--- src/rtl/fifo_pkg.sv ---
// Shared constants and helpers for the fifo_ctrl slice.
// Default FIFO geometry plus the wrap-aware pointer increment.
package fifo_pkg;

  localparam int DEF_DATA_BITS   = 10;
  localparam int DEF_FIFO_LENGTH = 16;
  localparam int DEF_ADDR_BIT    = 4;
  localparam int DEF_CNT_BIT     = 5;

  // Wraps at len-1 so non-power-of-two depths work.
  function automatic int unsigned ptr_inc(input int unsigned ptr, input int unsigned len);
    return (ptr == len - 1) ? 0 : ptr + 1;
  endfunction

endpackage

--- src/rtl/fifo_mem.sv ---
// FIFO storage: clocked write port, asynchronous read port, no reset.
module fifo_mem
  import fifo_pkg::*;
#(
  parameter int DATA_BITS   = DEF_DATA_BITS,
  parameter int FIFO_LENGTH = DEF_FIFO_LENGTH,
  parameter int ADDR_BIT    = DEF_ADDR_BIT
) (
  input  logic                 clk,
  input  logic                 we,
  input  logic [ADDR_BIT-1:0]  waddr,
  input  logic [DATA_BITS-1:0] wdata,
  input  logic [ADDR_BIT-1:0]  raddr,
  output logic [DATA_BITS-1:0] rdata
);

  logic [DATA_BITS-1:0] mem [FIFO_LENGTH];

  always_ff @(posedge clk) begin
    if (we) mem[waddr] <= wdata;
  end

  assign rdata = mem[raddr];

endmodule

--- src/rtl/fifo_ctrl.sv ---
// Synchronous first-word-fall-through FIFO controller.
// Define FIFO_PROG_FLAGS_EN to get programmable almost_full/almost_empty thresholds.
module fifo_ctrl
  import fifo_pkg::*;
#(
  parameter int DATA_BITS   = DEF_DATA_BITS,
  parameter int FIFO_LENGTH = DEF_FIFO_LENGTH,
  parameter int ADDR_BIT    = DEF_ADDR_BIT,
  parameter int CNT_BIT     = DEF_CNT_BIT
) (
  input  logic                 clk,
  input  logic                 reset,
  input  logic                 clear,
  input  logic                 write,
  input  logic [DATA_BITS-1:0] input_data,
  input  logic                 read,
  output logic [DATA_BITS-1:0] output_data,
  output logic                 full,
  output logic                 empty,
  output logic [CNT_BIT-1:0]   count,
  input  logic [CNT_BIT-1:0]   af_level,
  input  logic [CNT_BIT-1:0]   ae_level,
  output logic                 almost_full,
  output logic                 almost_empty,
  output logic                 overflow,
  output logic                 underflow
);

  logic [ADDR_BIT-1:0] wr_ptr, rd_ptr;
  logic [CNT_BIT-1:0]  cnt_q;
  logic                ovf_q, unf_q;
  logic                push_ok, pop_ok, mem_we;

  assign full  = (cnt_q == CNT_BIT'(FIFO_LENGTH));
  assign empty = (cnt_q == '0);

  // A pop frees the slot in the same cycle, so a full FIFO still takes a push alongside a read.
  assign push_ok = write && (!full || read);
  assign pop_ok  = read && !empty;
  assign mem_we  = push_ok && !clear && !reset;

  fifo_mem #(
    .DATA_BITS  (DATA_BITS),
    .FIFO_LENGTH(FIFO_LENGTH),
    .ADDR_BIT   (ADDR_BIT)
  ) u_mem (
    .clk  (clk),
    .we   (mem_we),
    .waddr(wr_ptr),
    .wdata(input_data),
    .raddr(rd_ptr),
    .rdata(output_data)
  );

  always_ff @(posedge clk) begin
    if (reset || clear) begin
      wr_ptr <= '0;
      rd_ptr <= '0;
      cnt_q  <= '0;
      ovf_q  <= 1'b0;
      unf_q  <= 1'b0;
    end else begin
      if (push_ok) wr_ptr <= ADDR_BIT'(ptr_inc(32'(wr_ptr), FIFO_LENGTH));
      if (pop_ok)  rd_ptr <= ADDR_BIT'(ptr_inc(32'(rd_ptr), FIFO_LENGTH));
      case ({push_ok, pop_ok})
        2'b10:   cnt_q <= cnt_q + CNT_BIT'(1);
        2'b01:   cnt_q <= cnt_q - CNT_BIT'(1);
        default: cnt_q <= cnt_q;
      endcase
      if (write && full && !read) ovf_q <= 1'b1;
      // Read+write on empty is treated as a plain push, not an underflow.
      if (read && empty && !write) unf_q <= 1'b1;
    end
  end

  assign count     = cnt_q;
  assign overflow  = ovf_q;
  assign underflow = unf_q;

`ifdef FIFO_PROG_FLAGS_EN
  assign almost_full  = (cnt_q >= af_level);
  assign almost_empty = (cnt_q <= ae_level);
`else
  logic unused_levels;
  assign unused_levels = ^{af_level, ae_level};
  assign almost_full   = full;
  assign almost_empty  = empty;
`endif

endmodule

--- config.mk ---
export PLATFORM = sky130hd
export DESIGN_NAME = fifo_ctrl
export DESIGN_NICKNAME = d
export VERILOG_FILES = /design/src/rtl/fifo_pkg.sv /design/src/rtl/fifo_mem.sv /design/src/rtl/fifo_ctrl.sv
export SDC_FILE = /design/constraint.sdc
export NUM_CORES = 1
export LEC_CHECK = 0
export CAP_MARGIN = 20
export CORE_ASPECT_RATIO = 0.6
export CORE_MARGIN = 4
export CORE_UTILIZATION = 53
export CTS_BUF_LIST = sky130_fd_sc_hd__clkbuf_16
export CTS_CLUSTER_DIAMETER = 60
export CTS_CLUSTER_SIZE = 12
export DETAILED_ROUTE_END_ITERATION = 8
export HOLD_SLACK_MARGIN = 0.02
export PLACE_DENSITY = 0.85
export SYNTH_ARGS = -nofsm -noshare
export SYNTH_HDL_FRONTEND = slang
export SYNTH_SLANG_ARGS = --single-unit
--- constraint.sdc ---
create_clock -name clk -period 2.6 [get_ports clk]
set_input_delay 0.26 -clock clk [delete_from_list [all_inputs] [get_ports clk]]
set_output_delay 0.26 -clock clk [all_outputs]
set_load 0.02 [all_outputs]
# == Word-level counts from Yosys, hierarchy flattened ==
# Memory sizes are Yosys's and may differ from the RTL's. A register that Yosys moved wholly into a read port is not among the register bits.
# Cells that the tools add are included.
# totals
n_memories,1
ff_bits,15
elab_cells,40
out_inout_bits,21
romBits,0
latch_bits,0
ram_bits,160
input_bits,25
# classes
mul,0
order_cmp,0
mux,7
eq_ne,5
n_bitwise,0
add_sub_neg,4
div,0
reduce_logical,18
shift,0
# memory_table
memory,depth,word_bits,rd,rd_ports_with_merged_regs,wr,line,text
u_mem.mem,16,10,1,1,1,fifo_mem.sv:17,logic [DATA_BITS-1:0] mem [FIFO_LENGTH];
# ops
cell,count
two-way mux 4 bit,4
one-hot mux 5 bit (2 select lines),1
"adder 4 x 1 -> 4 bit, second input constant",2
"== test 4 bit, second input constant",2
logical AND 1 bit,8
zero test 1 bit,6
"adder 5 x 1 -> 5 bit, second input constant",1
"== test 5 bit, second input constant",1
zero test 5 bit,1
"subtractor 5 x 1 -> 5 bit, second input constant",1
"== test 2 x 1 -> 1 bit, second input constant",1
"== test 2 bit, second input constant",1
logical OR 1 bit,2
two-way mux 1 bit,2
nonzero test 2 bit,1

# == Depth between registers and ports, before layout ==
# Gate-level depths: netlist of the first run.
# depth
depth_word,8
depth_mapped,13
mapped_depth_nobuf,10

# == Hierarchy ==
# From an unflattened synthesis of the first run, not the netlist that was laid out.
# hier_totals
hier_cells,367
area_unflattened_um2,7024.2
# by_module_without_submodules
module,area_per_inst_um2,cells_each,seq_area_each_um2,n_inst
fifo_mem,6153.4,269,4804.6,1
fifo_ctrl,870.8,98,300.3,1

# == Worst setup path after synthesis of the first run ==
# No wires, ideal clock.
# synth_timing
path_kind,register to register
from,"register cnt_q[1], in the netlist count[1]"
to,"register cnt_q[3], in the netlist count[3]"
setup_slack_ns,-0.278
stages_incl_launch_ff,11
arrival_time_ns,2.807
n_path_buf,3
required_time_ns,2.529
setup_ns,0.071
period_less_slack_ns,2.878
path_cell_list,dfxtp_1 > buf_6 > or4_4 > buf_6 > o31ai_4 > ha_1 > buf_2 > or4b_2 > a21o_1 > a21o_1 > a21oi_1
# synth_via
elab_chain_cells,6
elab_cells_between_ends,13
classes_between,add/sub (2); eq/ne (3); mux (1); reduce/logical (7)
# synth_lines
element,line,text
start: declaration,fifo_ctrl.sv:30,logic [CNT_BIT-1:0] cnt_q;
start signal: assignment,fifo_ctrl.sv:66,2'b10: cnt_q <= cnt_q + CNT_BIT'(1);
start signal: assignment,fifo_ctrl.sv:67,2'b01: cnt_q <= cnt_q - CNT_BIT'(1);
start signal: assignment,fifo_ctrl.sv:68,default: cnt_q <= cnt_q;
== test 5 bit,fifo_ctrl.sv:34,assign full = (cnt_q == CNT_BIT'(FIFO_LENGTH));
zero test 1 bit,fifo_ctrl.sv:38,assign push_ok = write && (!full || read);
logical OR 1 bit,fifo_ctrl.sv:38,
logical AND 1 bit,fifo_ctrl.sv:38,
== test 2 x 1 -> 1 bit / == test 2 bit (equally long branches),fifo_ctrl.sv:65,"case ({push_ok, pop_ok})"
one-hot mux 5 bit (2 select lines) / nonzero test 2 bit (equally long branches),-,
# Several ways; a longest one is shown, not always the timed one.
# A chain may end at the register's enable or synchronous reset.

==> results.py, run 1 <==
metrics = {
    "sta": {
        "slew_violations": 0,
        "max_slew_headroom_at_the_worst_pin_pct": 58.18,
        "finalSetupViolCount": 0,
        "timing.final.crit_share_pct": 98.20,
        "clock.fmax_mhz": 391.7,
        "max_clock_skew_ns": 0.008859,
        "timing.final.crit_period_ns": 2.553,
        "setup_repair_after_global_routing_missed_its_margin": "yes",
        "worstMarginPinSlew_ns": 0.6264,
        "setup_ws_ns": 0.04681,
        "fin_tns_setup_ns": 0,
        "final_hold_viol_count": 0,
    },
    "die": {
        "initial_utilization_pct": 54.65,
        "rows": 32,
        "die-area_sq_mm": 0.01535,
        "core_area_sq_mm": 0.01297,
        "die_extent_in_x_um": 157.3,
        "die_height_um": 97.59,
        "boundaryPins": 46,
    },
    "clock_network": {
        "clock_tree_from_tritoncts": "done",
        "clock_sinks": 179,
        "cts-buffers-inserted": 17,
        "cts.clk_slew.worst_paths_ns": 0.06,
        "worst_skew_pair.late_latency_ns": 0.42,
        "htree_levels": 4,
        "cts-root-to-sink-buffers": 2,
        "clock-root-buffer": "clkbuf_16",
    },
    "detailed_routing": {
        "postRouteAntennaNets": 0,
        "drt-wirelength-per-cell_um": 24.49,
        "via_per_inst": 6.102,
        "vias": 3692,
        "post-route-drc-count": 0,
        "drt_pass1_iterations": 5,
        "detailedRoute.firstIterationViolations": 374,
        "wirelength_um": 14820,
    },
    "place": {
        "weighted_congestion_reported_at_the_end_of_routability_driven_placement": 0.7976,
        "dp.final_hpwl_um": 9142,
        "pre_cts_slack_ns": 0.03585,
        "port_buffers": 35,
        "dp_cells": 571,
    },
    "run": {
        "cap_violations": 0,
    },
    "synth": {
        "post_synth_num_cell_types": 40,
        "synthesis.yosys.warnings": 0,
        "synth_async_sr_flop_share_pct": 0,
        "avgSynthCellArea_sq_um": 19.91,
        "postSynthNetCount": 389,
        "synth.area.top_cells": "edfxtp_1 68%, mux4_2 16%, dfxtp_1 5.4%",
        "synth_edf_count": 160,
        "mappedNetlistArea_sq_mm": 0.007089,
        "dominantRegCellSynth": "edfxtp_1",
        "number_of_instances_in_the_synthesized_netlist": 356,
        "ys_seq_elements": 179,
        "yosys.cell_count.top_type": "edfxtp_1",
        "synth.top_cell.area_share_pct": 67.77,
        "seq_area_frac_synth_pct": 73.14,
        "top_post_synthesis_cells_by_count": "160 x edfxtp_1, 50 x mux4_2, 26 x nor2_1, 19 x dfxtp_1, 10 x a21oi_1",
        "post-synth-top-area-cell": "edfxtp_1",
    },
    "finish": {
        "fin_cells": 605,
        "area_taken_by_flip_flops_and_latches_sq_mm": 0.005195,
        "footprint_of_the_multi_input_gates_sq_mm": 0.001794,
        "synthToLayoutAreaGrowth_pct": 19.96,
        "fillCellCount": 814,
        "diodes": 0,
        "post_route_cells_drive_above_1_share_pct": 31.72,
        "final_net_count": 455,
    },
    "power": {
        "power.density_mw_per_mm2": 714.1,
        "clock_power_share_pct": 44.2,
        "static-leakage-power_nw": 2.722,
        "power.share.sequential_pct": 51.8,
        "power_frac_comb_pct": 3.9,
        "net_switching_component_of_the_power_w": 0.001208,
        "total_power_w": 0.006073,
        "swShare_pct": 19.89,
        "power.ir.vdd_worst_uv": 438.5,
        "intPower_w": 0.004865,
    },
    "setup_path": {
        "rrSetupSlack_ns": 0.08,
        "critical-path-top-cell-by-count": "mux4_2",
        "timing.critical_path.cells": "buf_12 -> mux4_2 -> mux4_2 -> buf_6",
        "worstSetupEndpointType": "output pin",
        "kind_of_critical_path": "reg -> out",
        "reg2reg_depth": 10,
        "timing.critical_path.from_type": "flip-flop",
        "regToRegStartpoint": "count[1]",
        "timing.critical_path.slowest_cell_delay_ns": 0.55,
        "arrival_ns": 2.29,
        "r2r_end": "count[2]",
        "cp_data_required_time_ns": 2.34,
        "critical_path.max_fanout": 8,
        "slowest_stage": "mux4_2",
    },
    "min_path": {
        "destination_of_the_worst_hold_path": "underflow",
        "hold_path_class": "reg -> reg",
        "timing.hold.worst.start": "underflow",
        "whs_path_depth": 2,
    },
    "global_routing": {
        "antenna_violations_before_repair": 0,
        "track_usage_pct": 20.45,
        "grt_first_pass_wirelength_um": 22670,
        "via_count_of_the_first_global_routing_pass": 3730,
        "largest_net_degree_at_the_start_of_global_routing": 41,
        "grt_overflow": 0,
    },
    "status": {
        "status": "finished clean",
    },
}
==> kinds of logic after synthesis <==
group,count (synthesis),synth area share (%)
AOI/OAI and AO/OA,29,2.895
muxes,54,16.45
and+or+nand+nor,53,3.583
DFF,179,73.14
buffers and inverters,28,1.906
adders and majority gates,8,1.412
xor gates and xnor gates,5,0.6177
==> metrics by stage <==
stage | area [sq um] | util (%) | hold WS, ns
finish | 8504 | 65.56 | 0.4773
global route | 8504 | 65.56 | 0.5083
CTS | 8507 | 65.58 | 0.4751
detailed placement | 7843 | 60.46 | 0.4601
global placement | 7843 | 60.46 | 0.4568
floorplan | 7116 | - | 0.3589
==> area by class of cell <==
| class | count | share of cell area, % |
|---|---|---|
| Clock buffer | 17 | 5.002 |
| Clock inverter | 15 | 2.428 |
| Inverter | 8 | 0.3531 |
| Multi-Input combinational cell | 149 | 21.10 |
| Sequential cell | 179 | 61.09 |
| Tap cell | 170 | 2.501 |
| Timing Repair Buffer | 67 | 7.533 |
==> power groups by stage <==
stage               Sequential (W)  Clock, W  Combinational [W]
floorplan                  0.00321         0           0.000122
global placement           0.00321         0           0.000225
detailed placement         0.00321         0           0.000235
CTS                        0.00315   0.00273           0.000240
global route               0.00315   0.00285           0.000258
finish                     0.00315   0.00269           0.000240
==> repair_timing <==
item / CTS / global route
endpoints found under the setup margin: 10 / 9
gates resized for setup: 45 / 6
hold buffers: 0 / 0
pin swaps: 0 / 1
setup buffers: 1 / 0
hold endpoints to repair: 0 / 0
gates cloned: 2 / 0
==> cells in the final DEF, fill, tap and decap left out, drive strengths merged, types with 4 or more instances in the layout <==
master           n
nand3            4
bufinv           4
clkinv           6
o21ai            5
edfxtp         160
mux4            50
nor2            27
clkdlybuf4s50   25
nand2            9
a21oi           10
xor2             4
mux2i            4
dfxtp           19
ha               8
clkbuf          17
inv             12
buf             42
==> worst max path at each step <==
stage | endpoint | slack (ns) | start | depth (start not counted)
3_5_place_dp | count[2] | 0.04 | count[1] | 9
3_3_place_gp | count[2] | 0.1 | count[1] | 9
4_1_cts | count[2] | 0.007 | count[1] | 9
2_1_floorplan | count[2] | -0.21 | count[1] | 12
5_1_grt | count[2] | -0.02 | count[1] | 10
6_report | output_data[2] | 0.05 | flip-flop | 4
==> per-layer routing <==
metal  track usage [%]  vias to the layer above  wire (um)
li1                  -                     1581          -
met1             29.56                     1885       6069
met2             30.47                      195       7104
met3             5.385                       31       1353
met4             7.138                        0        288
met5                 0                        -          0
==> sequential cells by signal (all words and copies together) (netlist names), named ones only <==
| signal | cells |
|---|---|
| underflow | 1 |
| overflow | 1 |
| count | 5 |
| wr_ptr | 4 |
| u_mem.mem | 160 |
| rd_ptr | 4 |
==> worst max-delay path, delay by kind of cell (launching register included) <==
family,cells,cell delay (ns)
multiplexers,2,1.07
buffers and inverters,2,0.33
flip-flops,1,0.46
Note: power is estimated with default switching activity, not from simulation.
==> run 2, diff against run 1 <==
--- a/config.mk
+++ b/config.mk
@@ -15,6 +15,7 @@
 export DETAILED_ROUTE_END_ITERATION = 8
 export HOLD_SLACK_MARGIN = 0.02
 export PLACE_DENSITY = 0.85
+export SKIP_LAST_GASP = 1
 export SYNTH_ARGS = -nofsm -noshare
 export SYNTH_HDL_FRONTEND = slang
 export SYNTH_SLANG_ARGS = --single-unit
==> run 2 against run 1 <==
Effect of this change:
- wire length up 1.5%
- critical path depth stayed put
- first-iteration DRC count fell by 4.5%
- final area increased by 0.25%
- worst setup slack hardly changed
- sequential share of layout area decreased by 0.15 points
- largest power group unchanged
- highest routed layer unchanged
==> results.py, run 2 (synthesized netlist as in run 1, its figures left out) <==
metrics = {
    "setup_path": {
        "worstSetupEndpointType": "output pin",
        "arrival_ns": 2.29,
        "critical_path.max_fanout": 8,
        "timing.critical_path.from_type": "flip-flop",
        "kind_of_critical_path": "reg -> out",
        "cp_data_required_time_ns": 2.34,
    },
    "global_routing": {
        "largest_net_degree_at_the_start_of_global_routing": 41,
        "via_count_of_the_first_global_routing_pass": 3730,
        "grt_overflow": 0,
        "grt_first_pass_wirelength_um": 22660,
        "track_usage_pct": 20.44,
        "antenna_violations_before_repair": 0,
    },
    "detailed_routing": {
        "detailedRoute.firstIterationViolations": 357,
        "drt_pass1_iterations": 5,
        "postRouteAntennaNets": 0,
        "wirelength_um": 15040,
        "via_per_inst": 6.120,
        "drt-wirelength-per-cell_um": 24.82,
        "vias": 3709,
        "post-route-drc-count": 0,
    },
    "die": {
        "initial_utilization_pct": 54.65,
        "die_height_um": 97.59,
        "core_area_sq_mm": 0.01297,
        "boundaryPins": 46,
        "die-area_sq_mm": 0.01535,
        "die_extent_in_x_um": 157.3,
        "rows": 32,
    },
    "sta": {
        "finalSetupViolCount": 0,
        "setup_repair_after_global_routing_missed_its_margin": "yes",
        "setup_ws_ns": 0.04715,
        "timing.final.crit_period_ns": 2.553,
        "timing.final.crit_share_pct": 98.19,
        "worstMarginPinSlew_ns": 0.6227,
        "clock.fmax_mhz": 391.7,
        "final_hold_viol_count": 0,
        "max_slew_headroom_at_the_worst_pin_pct": 58.43,
        "max_clock_skew_ns": 0.009289,
        "slew_violations": 0,
    },
    "finish": {
        "synthToLayoutAreaGrowth_pct": 20.26,
        "largest_register_ffs": 160,
        "largest-register": "u_mem.mem",
        "diodes": 0,
        "most-common-layout-cells": "160 x edfxtp_1, 50 x mux4_2, 28 x buf_4",
        "layout.cells.most_common": "edfxtp_1",
        "post_route_cells_drive_above_1_share_pct": 31.65,
        "final_net_count": 456,
        "post_layout_util_pct": 65.72,
    },
    "power": {
        "power.density_mw_per_mm2": 713.2,
        "static-leakage-power_nw": 2.734,
        "power.ir.vdd_worst_uv": 449.8,
    },
    "clock_network": {
        "cts-buffers-inserted": 17,
        "cts-root-to-sink-buffers": 2,
        "cts.clk_slew.worst_paths_ns": 0.06,
        "clock-root-buffer": "clkbuf_16",
        "worst_skew_pair.late_latency_ns": 0.42,
        "htree_levels": 4,
        "clock_tree_from_tritoncts": "done",
        "clock_sinks": 179,
    },
    "place": {
        "weighted_congestion_reported_at_the_end_of_routability_driven_placement": 0.7976,
        "port_buffers": 35,
        "dp.final_hpwl_um": 9142,
        "pre_cts_slack_ns": 0.03585,
    },
    "run": {
        "cap_violations": 0,
    },
    "status": {
        "status": "finished clean",
    },
    "min_path": {
        "hold_path_class": "reg -> reg",
    },
}
run 2: cell count changes in the layout (fill, tap and decap cells not counted), sizes merged:
cell    change
clkbuf      +1
run 2: final timing paths:
| path | from | to | slack [ns] | depth (start not counted) |
|---|---|---|---|---|
| setup / recovery | flip-flop | output_data[2] | 0.05 | 4 |
| hold reg to reg | underflow | underflow | 0.48 | 2 |
| setup reg to reg | count[1] | count[2] | 0.09 | 10 |
| hold / removal | underflow | underflow | 0.48 | 2 |
run 2: metal layers:
layer / GRT usage, % / wire, um / vias to the layer above
met1: 29.53 / 6161 / 1926
met5: 0 / 0 / -
met4: 7.138 / 228 / 0
li1: - / - / 1584
met3: 5.385 / 1338 / 23
met2: 30.47 / 7312 / 176
run 2: power breakdown:
group | internal, W | switching, W | leakage [nW]
registers | 0.00314 | 0.00000963 | 1.60
clock network | 0.00162 | 0.00107 | 0.310
logic | 0.000109 | 0.000133 | 0.829
run 2: timing repair:
action                     CTS  global route
pin swaps                    0             2
gates cloned                 2             1
buffers inserted             1             3
hold buffers                 0             0
gates resized for setup     43             9
setup endpoints to repair   10            10
run 2: through the flow:
stage,instance area [sq um],power (W),TNS [ns],hold WS (ns),std cells
6_report,8526,0.006081,0,0.4784,606
5_1_grt,8526,0.006256,-0.05653,0.5081,606
4_1_cts,8519,0.006114,-0.08652,0.4751,606
3_5_place_dp,7843,0.003445,0,0.4601,571
3_3_place_gp,7843,0.003433,0,0.4568,571
2_1_floorplan,7116,0.003332,-0.5153,0.3589,356
run 2: final cells by class:
type,count,area [sq um]
inverter,8,30.03
multi-input combinational,149,1792
timing repair buffer,68,664.4
sequential,179,5195
fill,812,4447
clock buffer,17,425.4
clock inverter,15,206.4
tap,170,212.7
run 2: worst max-delay path, cell delays in order, from the launching register on:
cell and delay, ns:
dfxtp_4 0.46, buf_12 0.17, mux4_2 0.52, mux4_2 0.55, buf_6 0.16
==> run 3, diff against run 2 <==
--- a/config.mk
+++ b/config.mk
@@ -5,12 +5,13 @@
 export SDC_FILE = /design/constraint.sdc
 export NUM_CORES = 1
 export LEC_CHECK = 0
+export ABC_AREA = 1
 export CAP_MARGIN = 20
 export CORE_ASPECT_RATIO = 0.6
 export CORE_MARGIN = 4
 export CORE_UTILIZATION = 53
 export CTS_BUF_LIST = sky130_fd_sc_hd__clkbuf_16
-export CTS_CLUSTER_DIAMETER = 60
+export CTS_CLUSTER_DIAMETER = 120
 export CTS_CLUSTER_SIZE = 12
 export DETAILED_ROUTE_END_ITERATION = 8
 export HOLD_SLACK_MARGIN = 0.02
@@ -19,3 +20,4 @@
 export SYNTH_ARGS = -nofsm -noshare
 export SYNTH_HDL_FRONTEND = slang
 export SYNTH_SLANG_ARGS = --single-unit
+export TNS_END_PERCENT = 30
==> run 3 against run 2 <==
Effect of this change:
- the flow now finishes with violations (negative setup slack)
- via count increased by 43%
- flip-flop and latch count stayed put
- fmax decreased by 1.9%
- register-to-register slack about the same
- synthesized area rose by 8.9%
- sequential share of layout area is 3.0 points lower
- synthesized cell count is 87% higher
- clock power fell by 7%
- combinational power rose to 2.8 times the previous value
- critical path type unchanged
- largest power group unchanged
==> results.py, run 3 <==
metrics = {
    "global_routing": {
        "largest_net_degree_at_the_start_of_global_routing": 41,
        "grt_first_pass_wirelength_um": 27680,
        "via_count_of_the_first_global_routing_pass": 5254,
        "track_usage_pct": 22.11,
        "antenna_violations_before_repair": 0,
        "grt_overflow": 0,
    },
    "sta": {
        "timing.final.crit_period_ns": 2.602,
        "final_hold_viol_count": 0,
        "max_clock_skew_ns": 0.01336,
        "timing.final.crit_share_pct": 100.1,
        "clock.fmax_mhz": 384.3,
        "setup_repair_after_global_routing_missed_its_margin": "yes",
        "slew_violations": 0,
        "setup_ws_ns": -0.002127,
        "finalSetupViolCount": 1,
        "max_slew_headroom_at_the_worst_pin_pct": 45.76,
        "fin_tns_setup_ns": -0.002127,
        "worstMarginPinSlew_ns": 0.8127,
    },
    "synth": {
        "mappedNetlistArea_sq_mm": 0.007719,
        "ys_seq_elements": 179,
        "post_synth_num_cell_types": 32,
        "post-synth-top-area-cell": "edfxtp_1",
        "number_of_instances_in_the_synthesized_netlist": 666,
        "seq_area_frac_synth_pct": 67.17,
        "top_post_synthesis_cells_by_count": "160 x edfxtp_1, 102 x inv_1, 84 x nand2_1, 74 x nand3_1, 41 x a21oi_1",
        "synthesis.yosys.warnings": 0,
        "synth.area.top_cells": "edfxtp_1 62%, inv_1 5.0%, dfxtp_1 4.9%",
        "avgSynthCellArea_sq_um": 11.59,
        "synth_async_sr_flop_share_pct": 0,
        "yosys.cell_count.top_type": "edfxtp_1",
        "synth_edf_count": 160,
        "dominantRegCellSynth": "edfxtp_1",
        "synth.top_cell.area_share_pct": 62.25,
        "postSynthNetCount": 699,
    },
    "setup_path": {
        "timing.critical_path.cells": "inv_1 -> nand3_1 -> nand3_1 -> nand2_1 -> clkdlybuf4s50_1",
        "critical-path-top-cell-by-count": "nand3_1",
        "timing.critical_path.slowest_cell_delay_ns": 0.59,
        "cp_data_required_time_ns": 2.34,
        "critical_path.max_fanout": 20,
        "worstSetupEndpointType": "output pin",
        "critical_path.top_delay_family": "buffers and inverters",
        "slowest_stage": "inv_1",
        "arrival_ns": 2.34,
        "worst-path-buf-inv": 2,
        "kind_of_critical_path": "reg -> out",
        "timing.critical_path.from_type": "flip-flop",
    },
    "detailed_routing": {
        "detailedRoute.firstIterationViolations": 694,
        "vias": 5302,
        "drt_pass1_iterations": 6,
        "drt-wirelength-per-cell_um": 19.34,
        "postRouteAntennaNets": 0,
        "post-route-drc-count": 0,
        "wirelength_um": 17770,
        "via_per_inst": 5.769,
    },
    "finish": {
        "synthToLayoutAreaGrowth_pct": 16.13,
        "most-common-layout-cells": "160 x edfxtp_1, 103 x inv_1, 84 x nand2_1",
        "diodes": 0,
        "post_layout_util_pct": 64.23,
        "layout.cells.most_common": "edfxtp_1",
        "largest_register_ffs": 160,
        "post_route_cells_drive_above_1_share_pct": 12.79,
        "largest-register": "u_mem.mem",
        "final_net_count": 747,
    },
    "min_path": {
        "hold_path_class": "reg -> reg",
    },
    "place": {
        "dp.final_hpwl_um": 10970,
        "weighted_congestion_reported_at_the_end_of_routability_driven_placement": 0.8537,
        "port_buffers": 35,
    },
    "power": {
        "clock_power_share_pct": 39.3,
        "power.ir.vdd_worst_uv": 424.8,
        "swShare_pct": 26.04,
        "net_switching_component_of_the_power_w": 0.001656,
        "static-leakage-power_nw": 3.279,
        "power.share.sequential_pct": 50.0,
        "intPower_w": 0.004705,
        "power_frac_comb_pct": 10.7,
        "power.density_mw_per_mm2": 709.6,
    },
    "clock_network": {
        "cts-buffers-inserted": 17,
        "htree_levels": 4,
        "cts-root-to-sink-buffers": 2,
        "worst_skew_pair.late_latency_ns": 0.43,
        "clock_sinks": 179,
        "clock_tree_from_tritoncts": "done",
        "cts.clk_slew.worst_paths_ns": 0.08,
        "post_cts_hold_buffer_count": 0,
        "clock-root-buffer": "clkbuf_16",
    },
    "die": {
        "die_extent_in_x_um": 163.8,
        "boundaryPins": 46,
        "core_area_sq_mm": 0.01396,
        "rows": 33,
        "initial_utilization_pct": 55.31,
        "die_height_um": 101.5,
        "die-area_sq_mm": 0.01662,
    },
    "status": {
        "status": "finished with violations",
        "violations": "negative setup slack",
    },
    "run": {
        "cap_violations": 0,
    },
}
==> run 3: cell type report <==
class	instances	area, sq um
Tap cell	192	240.2
Clock inverter	15	160.2
Inverter	105	394.1
Sequential cell	179	5190
Multi-Input combinational cell	347	1891
Clock buffer	17	425.4
Timing Repair Buffer	64	663.1
Fill cell	959	4992
==> run 3: tightest hold or removal path, stage by stage (launching register included) <==
cell	delay (ns)
dfxtp_1	0.34
a21oi_1	0.04
nor2_1	0.08
==> run 3: layer usage <==
layer,up-vias,GRT usage [%],part of all wire [%]
li1,2422,-,-
met1,2525,29.62,40
met2,317,36.06,48
met3,38,4.717,9.6
met4,0,8.441,2.5
met5,-,0,0
==> run 3: final timing paths <==
kind                                start              to  cells after the start  slack [ns]
worst max-delay path            flip-flop  output_data[0]                      5      -0.002
worst min-delay path            underflow       underflow                      2        0.49
worst max register to register   count[0]        count[2]                     14        0.09
worst min register to register  underflow       underflow                      2        0.49
==> run 3: power by group through the flow <==
| stage | Sequential, W | Combinational, W | Clock [W] |
|---|---|---|---|
| 3_5_place_dp | 0.00325 | 0.000639 | 0 |
| 5_1_grt | 0.00318 | 0.000740 | 0.00265 |
| 3_3_place_gp | 0.00325 | 0.000602 | 0 |
| 2_1_floorplan | 0.00324 | 0.000425 | 0 |
| 6_report | 0.00318 | 0.000684 | 0.00250 |
| 4_1_cts | 0.00318 | 0.000677 | 0.00252 |
==> run 3: kinds of logic after synthesis <==
logic type,share of synthesized area [%]
xor+xnor,0.3405
simple gates,11.33
fa+ha+maj,1.297
compound gates,11.53
flops,67.17
buf+inv,8.332
==> run 3: per-stage QoR <==
step / hold slack (ns) / std cells / worst slack (ns) / area (sq um) / total power (W)
after floorplan: 0.3589 / 666 / 0.5269 / 7719 / 0.003669
after global placement: 0.4573 / 884 / 0.1898 / 8310 / 0.003850
after detailed placement: 0.4765 / 884 / 0.008304 / 8310 / 0.003890
after CTS: 0.4970 / 919 / -0.002208 / 8959 / 0.006379
after global routing: 0.5342 / 919 / -0.09700 / 8964 / 0.006567
final: 0.4949 / 919 / -0.002127 / 8964 / 0.006361
==> run 3: repair_timing <==
action / 4_1_cts / 5_1_grt
pin swaps: 0 / 0
gates resized for setup: 1 / 2
endpoints found under the setup margin: 10 / 12
buffers inserted: 2 / 0
cloned: 1 / 0
